--- config.mk ---
export PLATFORM = sky130hd
export DESIGN_NAME = ex_mem_stage
export DESIGN_NICKNAME = d
export VERILOG_FILES = /design/src/rtl/risc_pkg.sv /design/src/rtl/branch_resolve.sv /design/src/rtl/ex_mem_stage.sv
export SDC_FILE = /design/constraint.sdc
export NUM_CORES = 1
export LEC_CHECK = 0
export ABC_AREA = 0
export CORE_AREA = 5 5 90 176
export DETAILED_ROUTE_END_ITERATION = 7
export DIE_AREA = 0 0 95 181
export GPL_TIMING_DRIVEN = 0
export PLACE_DENSITY = 0.87
export REMOVE_ABC_BUFFERS = 1
export SLEW_MARGIN = 20
export SYNTH_ARGS = -nofsm -noshare
export SYNTH_HDL_FRONTEND = slang
export SYNTH_SLANG_ARGS = --single-unit
--- constraint.sdc ---
create_clock -name clk -period 3.3 [get_ports clk]
set_input_delay 0.33 -clock clk [delete_from_list [all_inputs] [get_ports clk]]
set_output_delay 0.33 -clock clk [all_outputs]
set_load 0.05 [all_outputs]
--- src/rtl/risc_pkg.sv ---
// Shared RISC pipeline definitions: control-transfer kinds and ALU op codes.
package risc_pkg;

    // Control-transfer kind carried on br_type; codes 9-15 are reserved and act as NONE.
    typedef enum logic [3:0] {
        BR_NONE = 4'd0,
        BR_BEQ  = 4'd1,
        BR_BNE  = 4'd2,
        BR_BLT  = 4'd3,
        BR_BGE  = 4'd4,
        BR_BLTU = 4'd5,
        BR_BGEU = 4'd6,
        BR_JAL  = 4'd7,
        BR_JALR = 4'd8
    } br_type_e;

    // ALU operations selected by EX decode.
    typedef enum logic [3:0] {
        ALU_ADD  = 4'd0,
        ALU_SUB  = 4'd1,
        ALU_AND  = 4'd2,
        ALU_OR   = 4'd3,
        ALU_XOR  = 4'd4,
        ALU_SLL  = 4'd5,
        ALU_SRL  = 4'd6,
        ALU_SRA  = 4'd7,
        ALU_SLT  = 4'd8,
        ALU_SLTU = 4'd9,
        ALU_LUI  = 4'd10
    } alu_op_e;

    // True for the two unconditional jumps that link pc+4 into rd.
    function automatic logic is_link(input logic [3:0] br_type);
        return (br_type == BR_JAL) || (br_type == BR_JALR);
    endfunction

endpackage

--- src/rtl/branch_resolve.sv ---
// Combinational branch/jump resolution from the ALU result and EX operands.
module branch_resolve
    import risc_pkg::*;
#(
    parameter int unsigned XLEN = 32
) (
    input  logic [3:0]      br_type,
    input  logic            alu_zero,
    input  logic [XLEN-1:0] alu_out,
    input  logic [XLEN-1:0] pc,
    input  logic [XLEN-1:0] imm,
    output logic            taken,
    output logic [XLEN-1:0] target
);

    // BLT/BLTU see slt/sltu in alu_out, so "less than" shows up as a non-zero result.
    always_comb begin
        taken  = 1'b0;
        target = pc + imm;
        case (br_type)
            BR_BEQ:  taken = alu_zero;
            BR_BNE:  taken = ~alu_zero;
            BR_BLT:  taken = ~alu_zero;
            BR_BGE:  taken = alu_zero;
            BR_BLTU: taken = ~alu_zero;
            BR_BGEU: taken = alu_zero;
            BR_JAL:  taken = 1'b1;
            BR_JALR: begin
                taken  = 1'b1;
                target = alu_out & {{(XLEN-1){1'b1}}, 1'b0};
            end
            default: taken = 1'b0;
        endcase
    end

endmodule

--- src/rtl/ex_mem_stage.sv ---
// EX/MEM pipeline register with branch resolution, one-cycle redirect and
// single wrong-path squash after a taken control transfer.
module ex_mem_stage
    import risc_pkg::*;
#(
    parameter int unsigned XLEN        = 32,
    parameter int unsigned SHADOW_KILL = 1
) (
    input  logic            clk,
    input  logic            rst_n,
    input  logic            stall,
    input  logic            flush,
    input  logic            in_valid,
    input  logic [XLEN-1:0] alu_out,
    input  logic            alu_zero,
    input  logic [3:0]      br_type,
    input  logic [XLEN-1:0] pc,
    input  logic [XLEN-1:0] imm,
    input  logic [XLEN-1:0] rs2_data,
    input  logic [4:0]      rd,
    input  logic            reg_write,
    input  logic            mem_read,
    input  logic            mem_write,
    input  logic            mem_to_reg,
    input  logic [2:0]      funct3,
    output logic            m_valid,
    output logic [XLEN-1:0] m_result,
    output logic [XLEN-1:0] m_store_data,
    output logic [4:0]      m_rd,
    output logic            m_reg_write,
    output logic            m_mem_read,
    output logic            m_mem_write,
    output logic            m_mem_to_reg,
    output logic [2:0]      m_funct3,
    output logic            redirect_valid,
    output logic [XLEN-1:0] redirect_pc,
    output logic            misaligned
);

    logic            w_taken;
    logic [XLEN-1:0] w_target;
    logic            w_accept;
    logic            w_redirect;
    logic            w_misaligned;
    logic [XLEN-1:0] w_result;

    logic            r_valid;
    logic [XLEN-1:0] r_result;
    logic [XLEN-1:0] r_store_data;
    logic [4:0]      r_rd;
    logic            r_reg_write;
    logic            r_mem_read;
    logic            r_mem_write;
    logic            r_mem_to_reg;
    logic [2:0]      r_funct3;
    logic            r_redirect_valid;
    logic [XLEN-1:0] r_redirect_pc;
    logic            r_misaligned;
    logic            r_kill;

    branch_resolve #(.XLEN(XLEN)) u_branch_resolve (
        .br_type  (br_type),
        .alu_zero (alu_zero),
        .alu_out  (alu_out),
        .pc       (pc),
        .imm      (imm),
        .taken    (w_taken),
        .target   (w_target)
    );

    // Decode the accepted-taken case and the value written into m_result.
    always_comb begin
        w_accept     = in_valid & ~stall & ~flush & ~r_kill;
        w_redirect   = w_accept & w_taken;
        w_misaligned = (w_target[1:0] != 2'b00);
        w_result     = is_link(br_type) ? (pc + XLEN'(4)) : alu_out;
    end

    // Pipeline register, kill flag and redirect pulse; flush > stall > kill > load.
    always_ff @(posedge clk or negedge rst_n) begin
        if (!rst_n) begin
            r_valid          <= 1'b0;
            r_result         <= '0;
            r_store_data     <= '0;
            r_rd             <= '0;
            r_reg_write      <= 1'b0;
            r_mem_read       <= 1'b0;
            r_mem_write      <= 1'b0;
            r_mem_to_reg     <= 1'b0;
            r_funct3         <= '0;
            r_redirect_valid <= 1'b0;
            r_redirect_pc    <= '0;
            r_misaligned     <= 1'b0;
            r_kill           <= 1'b0;
        end else if (flush || (!stall && r_kill && in_valid)) begin
            r_valid          <= 1'b0;
            r_result         <= '0;
            r_store_data     <= '0;
            r_rd             <= '0;
            r_reg_write      <= 1'b0;
            r_mem_read       <= 1'b0;
            r_mem_write      <= 1'b0;
            r_mem_to_reg     <= 1'b0;
            r_funct3         <= '0;
            r_redirect_valid <= 1'b0;
            r_misaligned     <= 1'b0;
            r_kill           <= 1'b0;
        end else if (stall) begin
            r_redirect_valid <= 1'b0;
            r_misaligned     <= 1'b0;
        end else begin
            r_valid          <= in_valid;
            r_result         <= w_result;
            r_store_data     <= rs2_data;
            r_rd             <= rd;
            r_reg_write      <= reg_write & ~(w_redirect & w_misaligned);
            r_mem_read       <= mem_read;
            r_mem_write      <= mem_write;
            r_mem_to_reg     <= mem_to_reg;
            r_funct3         <= funct3;
            r_redirect_valid <= w_redirect;
            r_misaligned     <= w_redirect & w_misaligned;
            if (w_redirect) begin
                r_redirect_pc <= w_target;
                r_kill        <= (SHADOW_KILL != 0);
            end
        end
    end

    assign m_valid        = r_valid;
    assign m_result       = r_result;
    assign m_store_data   = r_store_data;
    assign m_rd           = r_rd;
    assign m_reg_write    = r_reg_write;
    assign m_mem_read     = r_mem_read;
    assign m_mem_write    = r_mem_write;
    assign m_mem_to_reg   = r_mem_to_reg;
    assign m_funct3       = r_funct3;
    assign redirect_valid = r_redirect_valid;
    assign redirect_pc    = r_redirect_pc;
    assign misaligned     = r_misaligned;

endmodule

* After elaboration in Yosys (flattened, before gate mapping)
Index checks and enable logic that the tools add are counted.
** Storage, ports and cells
- Flip-flop bits (word level) :: 112
- Input bits :: 150
- Output and inout bits :: 111
- Word-level logic and storage cells :: 76
** Operators by class
- $add $sub $neg :: 2
- Equality and inequality tests :: 9
- Mux-type cells :: 28
- Bitwise gates (word level) :: 12
- Reduce and logical (&&, ||, !) cells :: 12
** Operator list (count)
- two-way mux 32 bit :: 6
- adder 32 x 3 -> 32 bit (second input constant) :: 1
- adder 32 bit :: 1
- two-way mux 1 bit :: 17
- equality test 4 x 3 -> 1 bit (second input constant) :: 4
- two-way mux 5 bit :: 2
- equality test 4 x 2 -> 1 bit (second input constant) :: 2
- AND 1 bit :: 6
- two-way mux 3 bit :: 2
- NOT 1 bit :: 6
- OR reduction 3 bit :: 2
- equality test 4 x 1 -> 1 bit (second input constant) :: 1
- equality test 4 bit (second input constant) :: 1
- nonzero test 2 bit :: 2
- case mux 1 bit (3 select lines) :: 1
- AND reduction 3 bit :: 1
- logical AND 1 bit :: 2
- logical OR 1 bit :: 2
- inequality test 2 x 1 -> 1 bit (second input constant) :: 1
- AND reduction 2 bit :: 1
- OR reduction 2 bit :: 1
- logical NOT 1 bit :: 1

* Logic depth before layout (Yosys ltp)
Gate-level depths: netlist of run 1.
- Depth in word-level cells :: 10
- Depth in mapped cells :: 10
- Gate-level depth less buffers :: 10

* By module
From an unflattened synthesis of run 1, not the netlist that was laid out.
** Unflattened totals
- Cells, all modules :: 732
- Area total of the unflattened synthesis :: 7165.6 µm²
** By module, submodules not included
- ex_mem_stage :: instances 1, cells each 399, area each 5001.0 µm², sequential area each 2802.7 µm²
- branch_resolve :: instances 1, cells each 333, area each 2164.6 µm², sequential area each 0.0 µm²

* Least setup slack after synthesis of run 1
Ideal clock, no wire load.
- Kind :: input -> register
- From :: in pc[0]
- To :: reg r_redirect_pc[30] (netlist: redirect_pc[30])
- Setup time :: 0.144 ns
- Data arrival time :: 2.187 ns
- Data required time :: 3.156 ns
- Slack :: 0.969 ns
- Cell stages on the path :: 10
- Path buffers :: 0
- Cell sequence :: ha_1 > inv_1 > fa_1 > nor2b_1 > o31a_1 > o31a_1 > o211ai_1 > o41ai_1 > xnor2_1 > o221ai_1
** On the way
- Cells in the longest elaborated chain, start to end :: 2
** Ends and longest elaborated chain
- start: declaration :: line ex_mem_stage.sv:17 : input logic [XLEN-1:0] pc,
- adder 32 bit :: line branch_resolve.sv:19 : target = pc + imm;
- two-way mux 32 bit :: line branch_resolve.sv:20 : case (br_type)
- end signal: assignment :: line ex_mem_stage.sv:124 : r_redirect_pc <= w_target;
- end: declaration :: line ex_mem_stage.sv:57 : logic [XLEN-1:0] r_redirect_pc;
No other way between the ends.
A chain may end at the register's enable or synchronous reset.

* Worst setup path in the final report of run 1
- From :: in pc[1]
- To :: reg r_redirect_pc[23] (netlist: redirect_pc[23])
The elaborated chain is that of the path after synthesis.

==> impl_results.md, run 1 <==
- Max Fclk: ~330 MHz
- CTS tree: done
- 1st-pass router iterations: 5
- Routed vias: 7163
- Critical Path Source Type: input port
- Initial core utilization: 48.3%
- Pwr dens: between 500 and 600 nW/µm²
- Post-synth EDFFs: 0
- Final GP Congestion: roughly 1
- Setup CP Type: input port to flip-flop
- Detail Placement HPWL: roughly 20000 µm
- CP Cell Sequence: clkdlybuf4s50_1 > ha_1 > a211oi_1 > o21ai_1 > o211ai_1 > o311ai_2 > a41oi_1 > mux2i_1 > nand3_1
- Ys async rst share: between 90% and 100%
- Worst Path Required: about 3.5 ns
- Post-synthesis cell type count: 59
- RSZ-0062 raised after global routing: no
- # setup viols final: 0
- Sequential element share of the synthesized area: between 40% and 50%
- Initial antenna violation count: 1
- Clk slew on worst S/H paths: around 0.080 ns
- Gate Count Post-Synth: 750
- Largest stage delay, worst path: 0.57 ns
- Layout cells sized above 1: 5.22%
- Final period util: between 90% and 100%
- Grt ovf: 0
- Final Core Density: about 70%
- Main combinational cell family by area after synthesis: compound AO/OA/AOI/OAI gates
- Top Ports: ~260
- Pleak: 4.26 nW
- Worst-case clock buffer depth: 2
- Skew final: 0.00650 ns
- Core outline area: between 10000 and 15000 µm²
- Post-route DRC: 0
- Synth Warn #: 0
- Clock Sinks: between 100 and 150
- Count of buffers from port buffering: 260
- Number of synthesized register bits: 112
- Final setup TNS: 0 ns
- Fin. Hold Viols: 0
- Mux share of post-synthesis cell area: approximately 1.2%
- Area Overhead vs Synth: 47.1%
- First-pass GRT wire length: approximately 39000 µm
- DRC marker count from the first detailed-route iteration: 359
- Row count: between 60 and 70
- Total track usage: 29.1%
- Crit path capture type: flip-flop
- Status: complete, no violations
- TritonCTS Buffers: 9
- Post-synthesis adder-cell area fraction: under 10%
- VDD IR-drop max: between 0.0003 and 0.0004 V
- DIE AREA: about 17000 µm²
- Layout Nets: 1175
- Die X: roughly 95 µm
- Synth Area in Simple Gates: between 15 and 20%
- CP Max Fanout: 4
- WL/cell: 21.2 µm
- Post-Syn Area: a little under 7000 µm²
- Min Tclk post-route: 3.01 ns
- Clk_lat worst skew: 0.36 ns
- CP arrival: approximately 3.3 ns
- Worst hold path type: input port to asynchronous set/reset pin
- Vias in the first global route: 7402
- Crit-path slowest cell: a41oi_1
- WL final: 25300 µm
- Via/cell ratio: ~6
- XOR/XNOR Fraction of Synth Area: under 10%
- Root buf cell: clkbuf_16
- Ys flop type: dfrtp_1
- H-tree depth: 3
- Avg Inst Size Synth: ~9.2 µm²
- Largest net degree at the start of global routing: between 60 and 70
- Worst slew margin: between 30% and 40%
- Antenna Violating Nets Remaining: 0
- Max_cap viols: 0
- Synth Area in Compound Gates: a little over a quarter
- Slew of the pin with the lowest slew margin: just under 1 ns
- Slew Viols, Final: 0
- Die Y: 181 µm
==> synthesized netlist by cell type, drive strengths merged (2+ instances only) <==
| master | number | area share (%) |
|---|---|---|
| a311o | 2 | 0.29 |
| nand3 | 28 | 2.0 |
| ha | 32 | 5.8 |
| a21oi | 57 | 4.1 |
| o221ai | 6 | 0.76 |
| nor2b | 10 | 0.91 |
| o21ai | 36 | 2.6 |
| mux2 | 4 | 0.65 |
| o21a | 9 | 0.98 |
| a41oi | 3 | 0.38 |
| and3 | 12 | 1.1 |
| nor3 | 9 | 0.73 |
| xor2 | 27 | 3.4 |
| nor3b | 3 | 0.33 |
| inv | 16 | 0.87 |
| o21bai | 2 | 0.22 |
| nor2 | 59 | 3.2 |
| nand4 | 14 | 1.3 |
| o221a | 4 | 0.65 |
| a311oi | 4 | 0.51 |
| dfrtp | 112 | 41 |
| xnor2 | 24 | 3.0 |
| or2 | 4 | 0.36 |
| buf | 19 | 1.2 |
| a22o | 62 | 7.9 |
| a31oi | 20 | 2.0 |
| o211ai | 5 | 0.54 |
| nor4 | 3 | 0.27 |
| a21o | 11 | 1.2 |
| or3 | 3 | 0.27 |
| mux2i | 4 | 0.58 |
| a22oi | 12 | 1.3 |
| o31ai | 4 | 0.44 |
| o31a | 3 | 0.38 |
| nand2 | 71 | 3.9 |
| clkbuf | 26 | 1.4 |
| a211oi | 3 | 0.33 |
| and2 | 7 | 0.64 |
| nand2b | 5 | 0.45 |
==> kinds of logic (layout without fill, tap and decap cells) <==
| group | Yosys count | after routing |
|---|---|---|
| AOI/OAI and AO/OA | 253 | 253 |
| xor gates and xnor gates | 51 | 51 |
| adders and majority gates | 33 | 33 |
| buffers and inverters | 61 | 308 |
| DFF | 112 | 112 |
| muxes | 8 | 8 |
| other | 0 | 1 |
| and+or+nand+nor | 232 | 232 |
==> layer usage <==
| layer | GRT usage (%) | part of all wire, % | vias up |
|---|---|---|---|
| met5 | 0 | 0 | - |
| met4 | 19.1 | 7.0 | 0 |
| met3 | 5.12 | 6.1 | 106 |
| met2 | 53.2 | 54 | 317 |
| met1 | 28.9 | 33 | 3475 |
| li1 | - | - | 3265 |
==> cells in the final DEF (no fill, tap or decap), drive strengths merged, types with 3 or more instances in the layout <==
cell type      instances
clkdlybuf4s50        259
dfrtp                112
nand2                 71
a22o                  62
nor2                  59
a21oi                 57
o21ai                 36
ha                    32
nand3                 28
xor2                  27
xnor2                 24
a31oi                 20
inv                   18
buf                   16
nand4                 14
and3                  12
a22oi                 12
a21o                  11
nor2b                 10
clkbuf                10
o21a                   9
nor3                   9
and2                   7
o221ai                 6
o211ai                 5
nand2b                 5
a311oi                 4
mux2                   4
o221a                  4
or2                    4
mux2i                  4
o31ai                  4
or3                    3
nor3b                  3
a41oi                  3
o31a                   3
nor4                   3
a211oi                 3
==> report_power, final <==
part / switching, mW / internal (mW) / leakage (nW)
Combinational: 1.37 / 0.829 / 2.67
Sequential: 0.111 / 1.57 / 1.44
Clock: 0.535 / 0.671 / 0.153
Total: 2.02 / 3.07 / 4.26
==> worst paths after layout <==
path | endpoint | slack (ns) | cells past startpoint | from
worst max-delay path | redirect_pc[23]$_DFFE_PN0P_ | 0.29 | 9 | pc[1]
worst min-delay path | redirect_pc[0]$_DFFE_PN0P_ | 0.47 | 2 | rst_n
worst max register to register | redirect_pc[26]$_DFFE_PN0P_ | 0.84 | 7 | r_kill$_DFFE_PN0P_
worst min register to register | m_result[19]$_DFFE_PN0P_ | 0.49 | 1 | m_result[19]$_DFFE_PN0P_
max in group asynchronous | redirect_pc[14]$_DFFE_PN0P_ | 2.14 | 3 | rst_n
min in group clk | m_result[19]$_DFFE_PN0P_ | 0.49 | 1 | m_result[19]$_DFFE_PN0P_
==> final cells by class <==
type,count,area (µm²)
fillers,1096,4130
multi-input cells,577,3880
repair buffers,276,2840
flip-flops and latches,112,2800
well taps,192,240
clock buffers,10,229
clock inverters,6,90.1
inverters,16,60.1
diodes,1,2.50
==> stage by stage <==
step	area, µm²	hold slack (ns)	setup WS, ns	instances	power [mW]
finish	10100	0.467	0.292	1190	5.09
global placement	9550	0.461	-6.60	1157	3.84
floorplan	6710	0.0344	-1.92	705	3.01
CTS	10100	0.474	0.0557	1189	5.11
global route	10100	0.510	0.114	1190	5.30
detailed placement	9800	0.294	-0.678	1171	3.90
==> what timing repair did <==
action | 4_1_cts | 5_1_grt
endpoints found under the setup margin | 6 | 10
buffers inserted | 1 | 0
pin swaps | 1 | 0
resized for setup | 1 | 1
hold endpoints to repair | 44 | 0
hold buffers | 1 | 0
==> worst max-delay path, delay by kind of cell <==
family / cells / cell delay (ns)
mux: 1 / 0.29
compound gates: 5 / 1.66
fa+ha+maj: 1 / 0.36
simple gates: 1 / 0.10
buf+inv: 1 / 0.50
(Power assumes the default switching activity.)
==> run 2, diff against run 1 <==
MAX_ROUTING_LAYER = met4   (was not set)
SKIP_LAST_GASP = 1   (was not set)
==> run 2 against run 1 <==
Effect of this change: critical path depth grew 2; setup slack lost 0.080 ns; first-iteration DRC count shrank 19%; sequential power is essentially flat; clock power shrank 6%; non-clock buffer count shrank 1; via count shrank 0.74%; critical endpoint is now redirect_pc[30]$_DFFE_PN0P_; largest cell class unchanged.
==> impl_results.md, run 2 (synthesis gave the netlist of run 1 again) <==
- Status: complete, no violations
- Slew of the pin with the lowest slew margin: 0.950 ns (-0.0366 ns)
- Die X: 95 µm (unchanged)
- Post-route DRC: 0 (unchanged)
- Pwr dens: 496 nW/µm² (-1.1%)
- DRC marker count from the first detailed-route iteration: 292 (-19%)
- CP arrival: 3.30 ns (+0.05 ns)
- Seq. cell area: 2800 µm² (unchanged)
- Crit path capture type: flip-flop
- Setup CP Type: input port to flip-flop
- Final period util: 93.6% (+2.4 points)
- Via/cell ratio: 5.98 (-0.66%)
- Critical Path Source Type: input port
- Layout Nets: 1175 (unchanged)
- Final Core Density: 70.9% (-0.18 points)
- Largest net degree at the start of global routing: 76 (+10%)
- Detail Placement HPWL: 19900 µm (+1.1%)
- Fin. Hold Viols: 0 (unchanged)
- Initial core utilization: 48.3% (unchanged)
- DIE AREA: 17200 µm² (unchanged)
- RSZ-0062 raised after global routing: no
- Fill count: 1115 (+1.7%)
- Row count: 62 (unchanged)
- Core outline area: 14300 µm² (unchanged)
- Top Ports: 261 (unchanged)
- Most frequent cells in the layout: clkdlybuf4s50_1, dfrtp_1, nand2_1, a22o_1, nor2_1
- WL final: 25600 µm (+1.6%)
- Slew Viols, Final: 0 (unchanged)
- Worst Path Required: 3.51 ns (-0.03 ns)
- Hold Slack: 0.454 ns (-0.0130 ns)
- Clk_lat worst skew: 0.36 ns (about the same)
- # setup viols final: 0 (unchanged)
- CTS tree: done
- Die Y: 181 µm (unchanged)
- Cell mode on critical path: o31a_1
- Skew final: 0.00754 ns (+0.00104 ns)
- Pleak: 4.25 nW (-0.36%)
- Multi-input logic area: 3900 µm² (+0.45%)
- Vias in the first global route: 7511 (+1.5%)
- Grt ovf: 0 (unchanged)
- Root buf cell: clkbuf_16
- WL/cell: 21.6 µm (+1.6%)
- Largest stage delay, worst path: 0.61 ns (+0.04 ns)
- Area Overhead vs Synth: 46.8%
- Crit path max-delay family: compound AO/OA/AOI/OAI gates
- Clock Sinks: 112 (unchanged)
- Min Tclk post-route: 3.09 ns (+0.0799 ns)
- Worst slew margin: 36.2% (+2.5 points)
- Count of buffers from port buffering: 260 (unchanged)
- Crit-path slowest cell: o41ai_1
- Worst hold path type: input port to asynchronous set/reset pin
- Post-DP Area: 9780 µm² (-0.19%)
- CP Cell Sequence: clkdlybuf4s50_1 > ha_1 > inv_1 > fa_1 > nor2b_1 > o31a_1 > o31a_1 > o211ai_1 > o41ai_1 > xnor2_1 > o221ai_1
- First-pass GRT wire length: 39400 µm (+2.1%)
- Routed vias: 7110 (-0.74%)
- Max Fclk: 324 MHz (-2.6%)
- Layout cells sized above 1: 5.02% (-0.20 points)
- TritonCTS Buffers: 9 (unchanged)
- Final GP Congestion: 0.934 (-4.0%)
- Post-route cell area: 10100 µm² (-0.25%)
- 1st-pass router iterations: 5 (unchanged)
- Initial antenna violation count: 0 (-1)
- Clk slew on worst S/H paths: 0.07 ns (about the same)
- Total track usage: 30.8% (+1.7 points)
- Antenna Violating Nets Remaining: 0 (unchanged)
- Reg2reg path depth: 7 (unchanged)
- Critical path depth in cells: 11 (+2)
- VDD IR-drop max: 0.000321 V (+0.30%)
- Worst-case clock buffer depth: 2 (unchanged)
- Ant diodes: 0 (-1)
- Worst Path Buf+Inv: 2 (+1)
- Commonest non-fill, non-tap cell in the layout: clkdlybuf4s50_1
- H-tree depth: 3 (unchanged)
- CP Max Fanout: 4 (unchanged)
- Max_cap viols: 0 (unchanged)
-- run 2: per-stage QoR --
| stage | worst slack (ns) | power (mW) | cells | TNS, ns |
|---|---|---|---|---|
| floorplan | -1.92 | 3.01 | 705 | -94.68 |
| global placement | -6.55 | 3.84 | 1157 | -706.67 |
| detailed placement | -0.762 | 3.89 | 1170 | -10.03 |
| CTS | 0.0542 | 5.04 | 1189 | 0 |
| global route | 0.0449 | 5.24 | 1189 | 0 |
| finish | 0.212 | 5.02 | 1189 | 0 |
-- run 2: what timing repair did --
item                       CTS  global route
hold endpoints to repair    37             0
hold buffers                 1             0
gates cloned                 1             0
buffers inserted             1             0
gates resized for setup      1             2
pin swaps                    1             0
setup endpoints to repair    6            10
-- run 2: layout make-up --
type | instances | area share [%]
Clock buffer | 13 | 2.47
Clock inverter | 3 | 0.470
Inverter | 16 | 0.594
Multi-Input combinational cell | 578 | 38.5
Sequential cell | 112 | 27.7
Tap cell | 192 | 2.37
Timing Repair Buffer | 275 | 27.8
-- run 2: path summary, 6_finish.rpt --
check | slack [ns] | start | endpoint
max | 0.21 | pc[0] | redirect_pc[30]$_DFFE_PN0P_
min | 0.45 | rst_n | redirect_pc[0]$_DFFE_PN0P_
max reg2reg | 0.81 | r_kill$_DFFE_PN0P_ | redirect_pc[26]$_DFFE_PN0P_
min reg2reg | 0.49 | m_result[19]$_DFFE_PN0P_ | m_result[19]$_DFFE_PN0P_
max in group asynchronous | 2.14 | rst_n | redirect_pc[13]$_DFFE_PN0P_
min in group clk | 0.49 | m_result[19]$_DFFE_PN0P_ | m_result[19]$_DFFE_PN0P_
-- run 2: routing by layer --
metal | routed length (µm) | GRT usage [%] | vias to the layer above
met5 | 0 | - | -
met2 | 14100 | 55.3 | 327
met1 | 8450 | 29.8 | 3419
met3 | 1490 | 5.16 | 100
li1 | - | - | 3264
met4 | 1640 | 18.4 | 0
-- run 2: where the power goes --
part	switching [mW]	internal, mW	leakage, nW	total [mW]
clock network	0.519	0.617	0.145	1.14
logic	1.38	0.827	2.66	2.20
registers	0.111	1.57	1.44	1.68
-- run 2: worst register-to-register path: cells and delay by family (launching register included) --
kind | cells | cell delay (ns)
buffers and inverters | 1 | 0.20
AND/OR/NAND/NOR | 4 | 1.24
flip-flops | 1 | 0.45
AO/OA/AOI/OAI | 1 | 0.27
multiplexers | 1 | 0.27
